$ cat config.mk
export PLATFORM = sky130hd
export DESIGN_NAME = mem_ctrl_flat
export DESIGN_NICKNAME = d
export VERILOG_FILES = /design/src/rtl/mem_ctrl_if.sv /design/src/rtl/mem_ctrl.sv /design/src/flat_wrapper.sv
export SDC_FILE = /design/constraint.sdc
export NUM_CORES = 1
export LEC_CHECK = 0
export CORE_MARGIN = 4
export CORE_UTILIZATION = 53
export CTS_CLUSTER_SIZE = 12
export DETAILED_ROUTE_END_ITERATION = 8
export PLACE_DENSITY = 0.84
export RECOVER_POWER = 25
export SLEW_MARGIN = 15
export SYNTH_ARGS = -nofsm -noshare
export SYNTH_HDL_FRONTEND = slang
export SYNTH_SLANG_ARGS = --single-unit
$ cat constraint.sdc
create_clock -name clk -period 7.85 [get_ports clk]
set_clock_uncertainty 0.05 [all_clocks]
set_input_delay 1.1775 -clock clk [delete_from_list [all_inputs] [get_ports clk]]
set_output_delay 1.1775 -clock clk [all_outputs]
set_load 0.01 [all_outputs]
$ cat src/rtl/mem_ctrl_if.sv
// rtl/mem_ctrl_if.sv - IF/MEM client and byte-wide RAM port bundle for mem_ctrl
interface mem_ctrl_if #(
  parameter int ADDR_W = 32
);
  logic              if_enable_in;
  logic [ADDR_W-1:0] if_addr_in;
  logic              inst_done_out;
  logic [31:0]       inst_out;
  logic              inst_busy_out;
  logic              mem_enable_in;
  logic              mem_rw_in;
  logic [2:0]        mem_width_in;
  logic [ADDR_W-1:0] mem_addr_in;
  logic [31:0]       mem_wdata_in;
  logic              mem_done_out;
  logic [31:0]       mem_rdata_out;
  logic              mem_busy_out;
  logic [7:0]        ram_din;
  logic [7:0]        ram_dout;
  logic [ADDR_W-1:0] ram_a;
  logic              ram_wr;

  modport master (
    output if_enable_in, if_addr_in, mem_enable_in, mem_rw_in, mem_width_in,
           mem_addr_in, mem_wdata_in, ram_din,
    input  inst_done_out, inst_out, inst_busy_out, mem_done_out, mem_rdata_out,
           mem_busy_out, ram_dout, ram_a, ram_wr
  );

  modport slave (
    input  if_enable_in, if_addr_in, mem_enable_in, mem_rw_in, mem_width_in,
           mem_addr_in, mem_wdata_in, ram_din,
    output inst_done_out, inst_out, inst_busy_out, mem_done_out, mem_rdata_out,
           mem_busy_out, ram_dout, ram_a, ram_wr
  );
endinterface

$ cat src/rtl/mem_ctrl.sv
// rtl/mem_ctrl.sv - byte-serial RAM controller serving IF fetches and MEM loads/stores
// MC_MEM_PRIORITY_EN: MEM wins simultaneous requests; undefined gives round-robin arbitration.
module mem_ctrl #(
  parameter int ADDR_W = 32
) (
  input  logic      clk,
  input  logic      rst,
  mem_ctrl_if.slave bus
);
  typedef enum logic [1:0] {IDLE, READ, WRITE, DONE} state_t;
  localparam logic OWN_IF  = 1'b0;
  localparam logic OWN_MEM = 1'b1;

  state_t            state_q, state_d;
  logic              owner_q, owner_d;
  logic [ADDR_W-1:0] base_q, base_d;
  logic [2:0]        n_q, n_d;
  logic [2:0]        cnt_q, cnt_d;
  logic [31:0]       buf_q, buf_d;
  logic [31:0]       wdata_q, wdata_d;
  logic [31:0]       inst_q, inst_d;
  logic [31:0]       rdata_q, rdata_d;
  logic              pick_mem;
  logic [1:0]        rd_idx;
  logic [ADDR_W-1:0] beat_addr;
  logic [ADDR_W-1:0] ram_a_c;
  logic [7:0]        ram_dout_c;
  logic              ram_wr_c;
`ifndef MC_MEM_PRIORITY_EN
  logic              last_q, last_d;
`endif

  // ram_din in the cycle with cnt=c belongs to the address issued at c-1
  assign rd_idx    = cnt_q[1:0] - 2'd1;
  assign beat_addr = base_q + ADDR_W'(cnt_q);

  always_comb begin
`ifdef MC_MEM_PRIORITY_EN
    pick_mem = bus.mem_enable_in;
`else
    pick_mem = bus.mem_enable_in && (!bus.if_enable_in || last_q == OWN_IF);
`endif
  end

  always_comb begin
    state_d    = state_q;
    owner_d    = owner_q;
    base_d     = base_q;
    n_d        = n_q;
    cnt_d      = cnt_q;
    buf_d      = buf_q;
    wdata_d    = wdata_q;
    inst_d     = inst_q;
    rdata_d    = rdata_q;
    ram_a_c    = '0;
    ram_dout_c = '0;
    ram_wr_c   = 1'b0;
`ifndef MC_MEM_PRIORITY_EN
    last_d     = last_q;
`endif
    case (state_q)
      IDLE: begin
        if (pick_mem || bus.if_enable_in) begin
          owner_d = pick_mem ? OWN_MEM : OWN_IF;
          base_d  = pick_mem ? bus.mem_addr_in : bus.if_addr_in;
          n_d     = !pick_mem ? 3'd4 :
                    bus.mem_width_in[2] ? 3'd4 : (bus.mem_width_in[1] ? 3'd2 : 3'd1);
          wdata_d = pick_mem ? bus.mem_wdata_in : 32'h0;
          state_d = (pick_mem && bus.mem_rw_in) ? WRITE : READ;
          cnt_d   = 3'd0;
          buf_d   = 32'h0;
`ifndef MC_MEM_PRIORITY_EN
          last_d  = pick_mem ? OWN_MEM : OWN_IF;
`endif
        end
      end
      READ: begin
        if (cnt_q < n_q) ram_a_c = beat_addr;
        if (cnt_q != 3'd0) buf_d[{rd_idx, 3'b000} +: 8] = bus.ram_din;
        cnt_d = cnt_q + 3'd1;
        if (cnt_q == n_q) begin
          state_d = DONE;
          if (owner_q == OWN_IF) inst_d = buf_d;
          else                   rdata_d = buf_d;
        end
      end
      WRITE: begin
        ram_wr_c   = 1'b1;
        ram_a_c    = beat_addr;
        ram_dout_c = wdata_q[{cnt_q[1:0], 3'b000} +: 8];
        cnt_d      = cnt_q + 3'd1;
        if (cnt_q == n_q - 3'd1) begin
          state_d = DONE;
          rdata_d = 32'h0;
        end
      end
      DONE:    state_d = IDLE;
      default: state_d = IDLE;
    endcase
  end

  always_ff @(posedge clk) begin
    if (rst) begin
      state_q <= IDLE;
      owner_q <= OWN_IF;
      base_q  <= '0;
      n_q     <= 3'd0;
      cnt_q   <= 3'd0;
      buf_q   <= 32'h0;
      wdata_q <= 32'h0;
      inst_q  <= 32'h0;
      rdata_q <= 32'h0;
`ifndef MC_MEM_PRIORITY_EN
      last_q  <= OWN_IF;
`endif
    end else begin
      state_q <= state_d;
      owner_q <= owner_d;
      base_q  <= base_d;
      n_q     <= n_d;
      cnt_q   <= cnt_d;
      buf_q   <= buf_d;
      wdata_q <= wdata_d;
      inst_q  <= inst_d;
      rdata_q <= rdata_d;
`ifndef MC_MEM_PRIORITY_EN
      last_q  <= last_d;
`endif
    end
  end

  assign bus.inst_done_out = (state_q == DONE) && (owner_q == OWN_IF);
  assign bus.mem_done_out  = (state_q == DONE) && (owner_q == OWN_MEM);
  assign bus.inst_busy_out = (state_q != IDLE);
  assign bus.mem_busy_out  = (state_q != IDLE);
  assign bus.inst_out      = inst_q;
  assign bus.mem_rdata_out = rdata_q;
  assign bus.ram_a         = ram_a_c;
  assign bus.ram_dout      = ram_dout_c;
  assign bus.ram_wr        = ram_wr_c;
endmodule
$ cat src/flat_wrapper.sv
// flat-port wrapper written by rule: the top's interface ports become plain ports
module mem_ctrl_flat 
#(
  parameter int ADDR_W = 32
)
  (clk, rst, bus_if_enable_in, bus_if_addr_in, bus_mem_enable_in, bus_mem_rw_in, bus_mem_width_in, bus_mem_addr_in, bus_mem_wdata_in, bus_ram_din, bus_inst_done_out, bus_inst_out, bus_inst_busy_out, bus_mem_done_out, bus_mem_rdata_out, bus_mem_busy_out, bus_ram_dout, bus_ram_a, bus_ram_wr);
  mem_ctrl_if #(.ADDR_W(ADDR_W)) bus_i ();
  input  logic clk;
  input  logic rst;
  input wire logic [$bits(bus_i.if_enable_in)-1:0] bus_if_enable_in;
  input wire logic [$bits(bus_i.if_addr_in)-1:0] bus_if_addr_in;
  input wire logic [$bits(bus_i.mem_enable_in)-1:0] bus_mem_enable_in;
  input wire logic [$bits(bus_i.mem_rw_in)-1:0] bus_mem_rw_in;
  input wire logic [$bits(bus_i.mem_width_in)-1:0] bus_mem_width_in;
  input wire logic [$bits(bus_i.mem_addr_in)-1:0] bus_mem_addr_in;
  input wire logic [$bits(bus_i.mem_wdata_in)-1:0] bus_mem_wdata_in;
  input wire logic [$bits(bus_i.ram_din)-1:0] bus_ram_din;
  output wire logic [$bits(bus_i.inst_done_out)-1:0] bus_inst_done_out;
  output wire logic [$bits(bus_i.inst_out)-1:0] bus_inst_out;
  output wire logic [$bits(bus_i.inst_busy_out)-1:0] bus_inst_busy_out;
  output wire logic [$bits(bus_i.mem_done_out)-1:0] bus_mem_done_out;
  output wire logic [$bits(bus_i.mem_rdata_out)-1:0] bus_mem_rdata_out;
  output wire logic [$bits(bus_i.mem_busy_out)-1:0] bus_mem_busy_out;
  output wire logic [$bits(bus_i.ram_dout)-1:0] bus_ram_dout;
  output wire logic [$bits(bus_i.ram_a)-1:0] bus_ram_a;
  output wire logic [$bits(bus_i.ram_wr)-1:0] bus_ram_wr;
  assign bus_i.if_enable_in = bus_if_enable_in;
  assign bus_i.if_addr_in = bus_if_addr_in;
  assign bus_i.mem_enable_in = bus_mem_enable_in;
  assign bus_i.mem_rw_in = bus_mem_rw_in;
  assign bus_i.mem_width_in = bus_mem_width_in;
  assign bus_i.mem_addr_in = bus_mem_addr_in;
  assign bus_i.mem_wdata_in = bus_mem_wdata_in;
  assign bus_i.ram_din = bus_ram_din;
  assign bus_inst_done_out = bus_i.inst_done_out;
  assign bus_inst_out = bus_i.inst_out;
  assign bus_inst_busy_out = bus_i.inst_busy_out;
  assign bus_mem_done_out = bus_i.mem_done_out;
  assign bus_mem_rdata_out = bus_i.mem_rdata_out;
  assign bus_mem_busy_out = bus_i.mem_busy_out;
  assign bus_ram_dout = bus_i.ram_dout;
  assign bus_ram_a = bus_i.ram_a;
  assign bus_ram_wr = bus_i.ram_wr;
  mem_ctrl #(.ADDR_W(ADDR_W)) u_core (.clk(clk), .rst(rst), .bus(bus_i));
endmodule
==> results.json <==
{
  "portBuffers": 219,
  "cp_max_fo": 24,
  "nFillCells": 1237,
  "crit_type": "register to primary output",
  "area_growth_pct": 33.0,
  "synthTopCellsByArea": "dfxtp_1 (40%), nor2_1 (6.2%), mux2i_1 (5.4%)",
  "worstSkewPairLatency_ns": 0.43,
  "cts.path.max_buffers": 2,
  "status": "finished, violations left",
  "avgSynthCellArea_sq_um": 8.50,
  "synth_edf_count": 0,
  "synth_ff_type": "dfxtp_1",
  "ys_ff_latch": 169,
  "drive_above_1_share": 0.0551,
  "relSlewSlack": -0.559,
  "wl_met3_mm": 1.97,
  "vias": 8190,
  "grt_start_max_net_pins": 94,
  "fmax_mhz": 179,
  "cts_num_sinks": 169,
  "final.setup.worst_slack_ns": 2.25,
  "cp_data_required_time_ns": 6.62,
  "top_layer_used": "met4",
  "fin_crit_sh": 0.713,
  "ys_seq_area_frac": 0.398,
  "dieArea_sq_um": 18100,
  "tightest_slew_ns": 2.34,
  "cts_setup_buffers": 0,
  "vias_per_cell": 5.87,
  "num_rows": 46,
  "grt_overflow_total": 0,
  "wl_mm": 24.5,
  "synth-async-reset-ratio": 0,
  "antenna_found_initial": 0,
  "dpl.cell_count": 1363,
  "drtIter0Drc": 600,
  "slew_violations": 36,
  "core_area_sq_um": 15800,
  "hold_viol_final": 0,
  "grt_setup_unrepaired": "no",
  "routedWlPerCell_um": 17.6,
  "drc_errors": 0,
  "synth_top_area_frac": 0.398,
  "clockRootBuffer": "clkbuf_16",
  "cap_violations": 1,
  "crit_arrival_ns": 4.37,
  "htree_levels": 4,
  "clkTransAtPathRegs_ns": 0.06,
  "synth_top_area_cell": "dfxtp_1",
  "diodes": 0,
  "grt_pass1_vias": 7910,
  "min_period_ns": 5.60,
  "cp_cell_sequence": "ha_1 -> nor2b_1 -> o211ai_1 -> nand2_1 -> a21oi_1 -> clkdlybuf4s50_1",
  "dpl_worst_slack_ns": 2.71,
  "vdd_drop_max_mv": 0.204,
  "hold_slack_ns": 0.403,
  "fin_nets": 1297,
  "stdcell_count": 1396,
  "wl_met2_mm": 11.6,
  "die_height_um": 135,
  "syn_area_sq_um": 8510,
  "cts_hold_buf": 0,
  "wl_met1_mm": 10.5,
  "ant_nets": 0,
  "grt_util_all_layers": 0.262,
  "first_pass_iters": 5,
  "cts_tree": "built",
  "syn_nets": 1131,
  "worstHoldPathType": "register to register",
  "ios": 221,
  "seq_area_sq_um": 3380,
  "gp_congestion": 0.847,
  "multi_input_area_sq_um": 4720,
  "p_leak_uw": 0.00410,
  "postSynthCellCount": 1001,
  "cp_slowest_cell": "dfxtp_1",
  "grt_pass1_wl_mm": 38.9,
  "synth_cell_type_count": 57,
  "powerDensity_nw_per_um2": 264,
  "cts-resized-gates": 0,
  "cts_buffers": 17,
  "critical_path.max_stage_delay_ns": 0.94,
  "setup_violations": 0,
  "crit_path_start_kind": "register",
  "fin_setup_tns_ns": 0,
  "place.detailed.hpwl_mm": 17.0,
  "worst_setup_path_end_kind": "primary output",
  "die_w_um": 135,
  "violations": "capacitance limit, slew limit",
  "start_util": 0.537,
  "yosys_warnings": 0
}
area by class of cell:
type,instances,share of cell area
Multi-Input combinational cell,725,0.417
Clock buffer,21,0.0407
Sequential cell,169,0.299
Inverter,24,0.00796
Timing Repair Buffer,230,0.201
Clock inverter,11,0.00995
Tap cell,216,0.0239
critical path, delay by kind of cell, from the launching register on:
kind | cells | cell delay, ns
adders and majority gates | 1 | 0.37
and+or+nand+nor | 2 | 0.91
buffers and inverters | 1 | 0.60
AOI/OAI and AO/OA | 2 | 1.11
DFF | 1 | 0.94
layout by cell type, fill, tap and decap left out, drive strengths merged, types with 40 or more instances in the layout:
cell type	n
nand2	43
a22oi	40
a211oi	57
mux2i	46
dfxtp	169
o21ai	67
nor2	140
dlygate4sd3	65
a21oi	82
clkdlybuf4s50	153
final timing paths:
kind | startpoint | endpoint | slack, ns | cells after the start
worst max-delay path | u_core.cnt_q[1]$_SDFFE_PP0P_ | bus_ram_a[30] | 2.25 | 6
worst min-delay path | u_core.buf_q[1]$_SDFFE_PP0P_ | u_core.buf_q[1]$_SDFFE_PP0P_ | 0.40 | 2
worst max register to register | u_core.cnt_q[1]$_SDFFE_PP0P_ | u_core.bus.mem_rdata_out[29]$_SDFFE_PP0P_ | 4.36 | 6
worst min register to register | u_core.buf_q[1]$_SDFFE_PP0P_ | u_core.buf_q[1]$_SDFFE_PP0P_ | 0.40 | 2
registers in the layout (all words and copies together), names as in the netlist, 2 cells and up:
name                      count
u_core.base_q                32
u_core.buf_q                 32
u_core.bus.inst_out          32
u_core.bus.mem_rdata_out     32
u_core.wdata_q               32
u_core.cnt_q                  3
u_core.n_q                    3
u_core.state_q                2
cell families after synthesis:
| family | Yosys count | synth area share |
|---|---|---|
| AO/OA/AOI/OAI | 325 | 0.245 |
| AND/OR/NAND/NOR | 316 | 0.187 |
| flip-flops | 169 | 0.398 |
| buffers and inverters | 107 | 0.0529 |
| multiplexers | 55 | 0.0766 |
| adder cells (fa/ha/maj) | 18 | 0.0274 |
| XOR/XNOR | 11 | 0.0129 |
synthesized netlist by cell type (7+ instances only):
cell and number:
or4_1 10, xor2_1 7, buf_2 18, nor2_1 140
o31ai_1 10, nand4_1 7, and4_1 20, clkbuf_1 57
inv_1 23, nor2b_1 16, mux4_2 8, a22oi_1 40
nand2_1 43, a21boi_0 25, o211ai_1 26, mux2i_1 46
nor4_1 14, a211oi_1 57, nand3b_1 7, dfxtp_1 169
a22o_1 8, nand3_1 23, o21ai_0 62, and2_1 12
a21oi_1 82, ha_1 17
through the flow:
stage / total power [uW] / area (sq um) / util
after detailed placement: 2190 / 10700 / 0.678
after CTS: 3000 / 11300 / 0.715
final: 2990 / 11300 / 0.715
after global placement: 2160 / 10700 / 0.678
after global routing: 3150 / 11300 / 0.715
after floorplan: 1800 / 8510 / -
power breakdown:
part	switching [uW]	internal [uW]
clock	356	458
sequential	120	991
combinational	653	410
total	1130	1860
metal layers:
layer	GRT usage	vias up
li1	-	4006
met1	0.338	3855
met2	0.427	295
met3	0.0663	34
met4	0.0928	0
met5	0	-
Power figures use the tool's default switching activity.
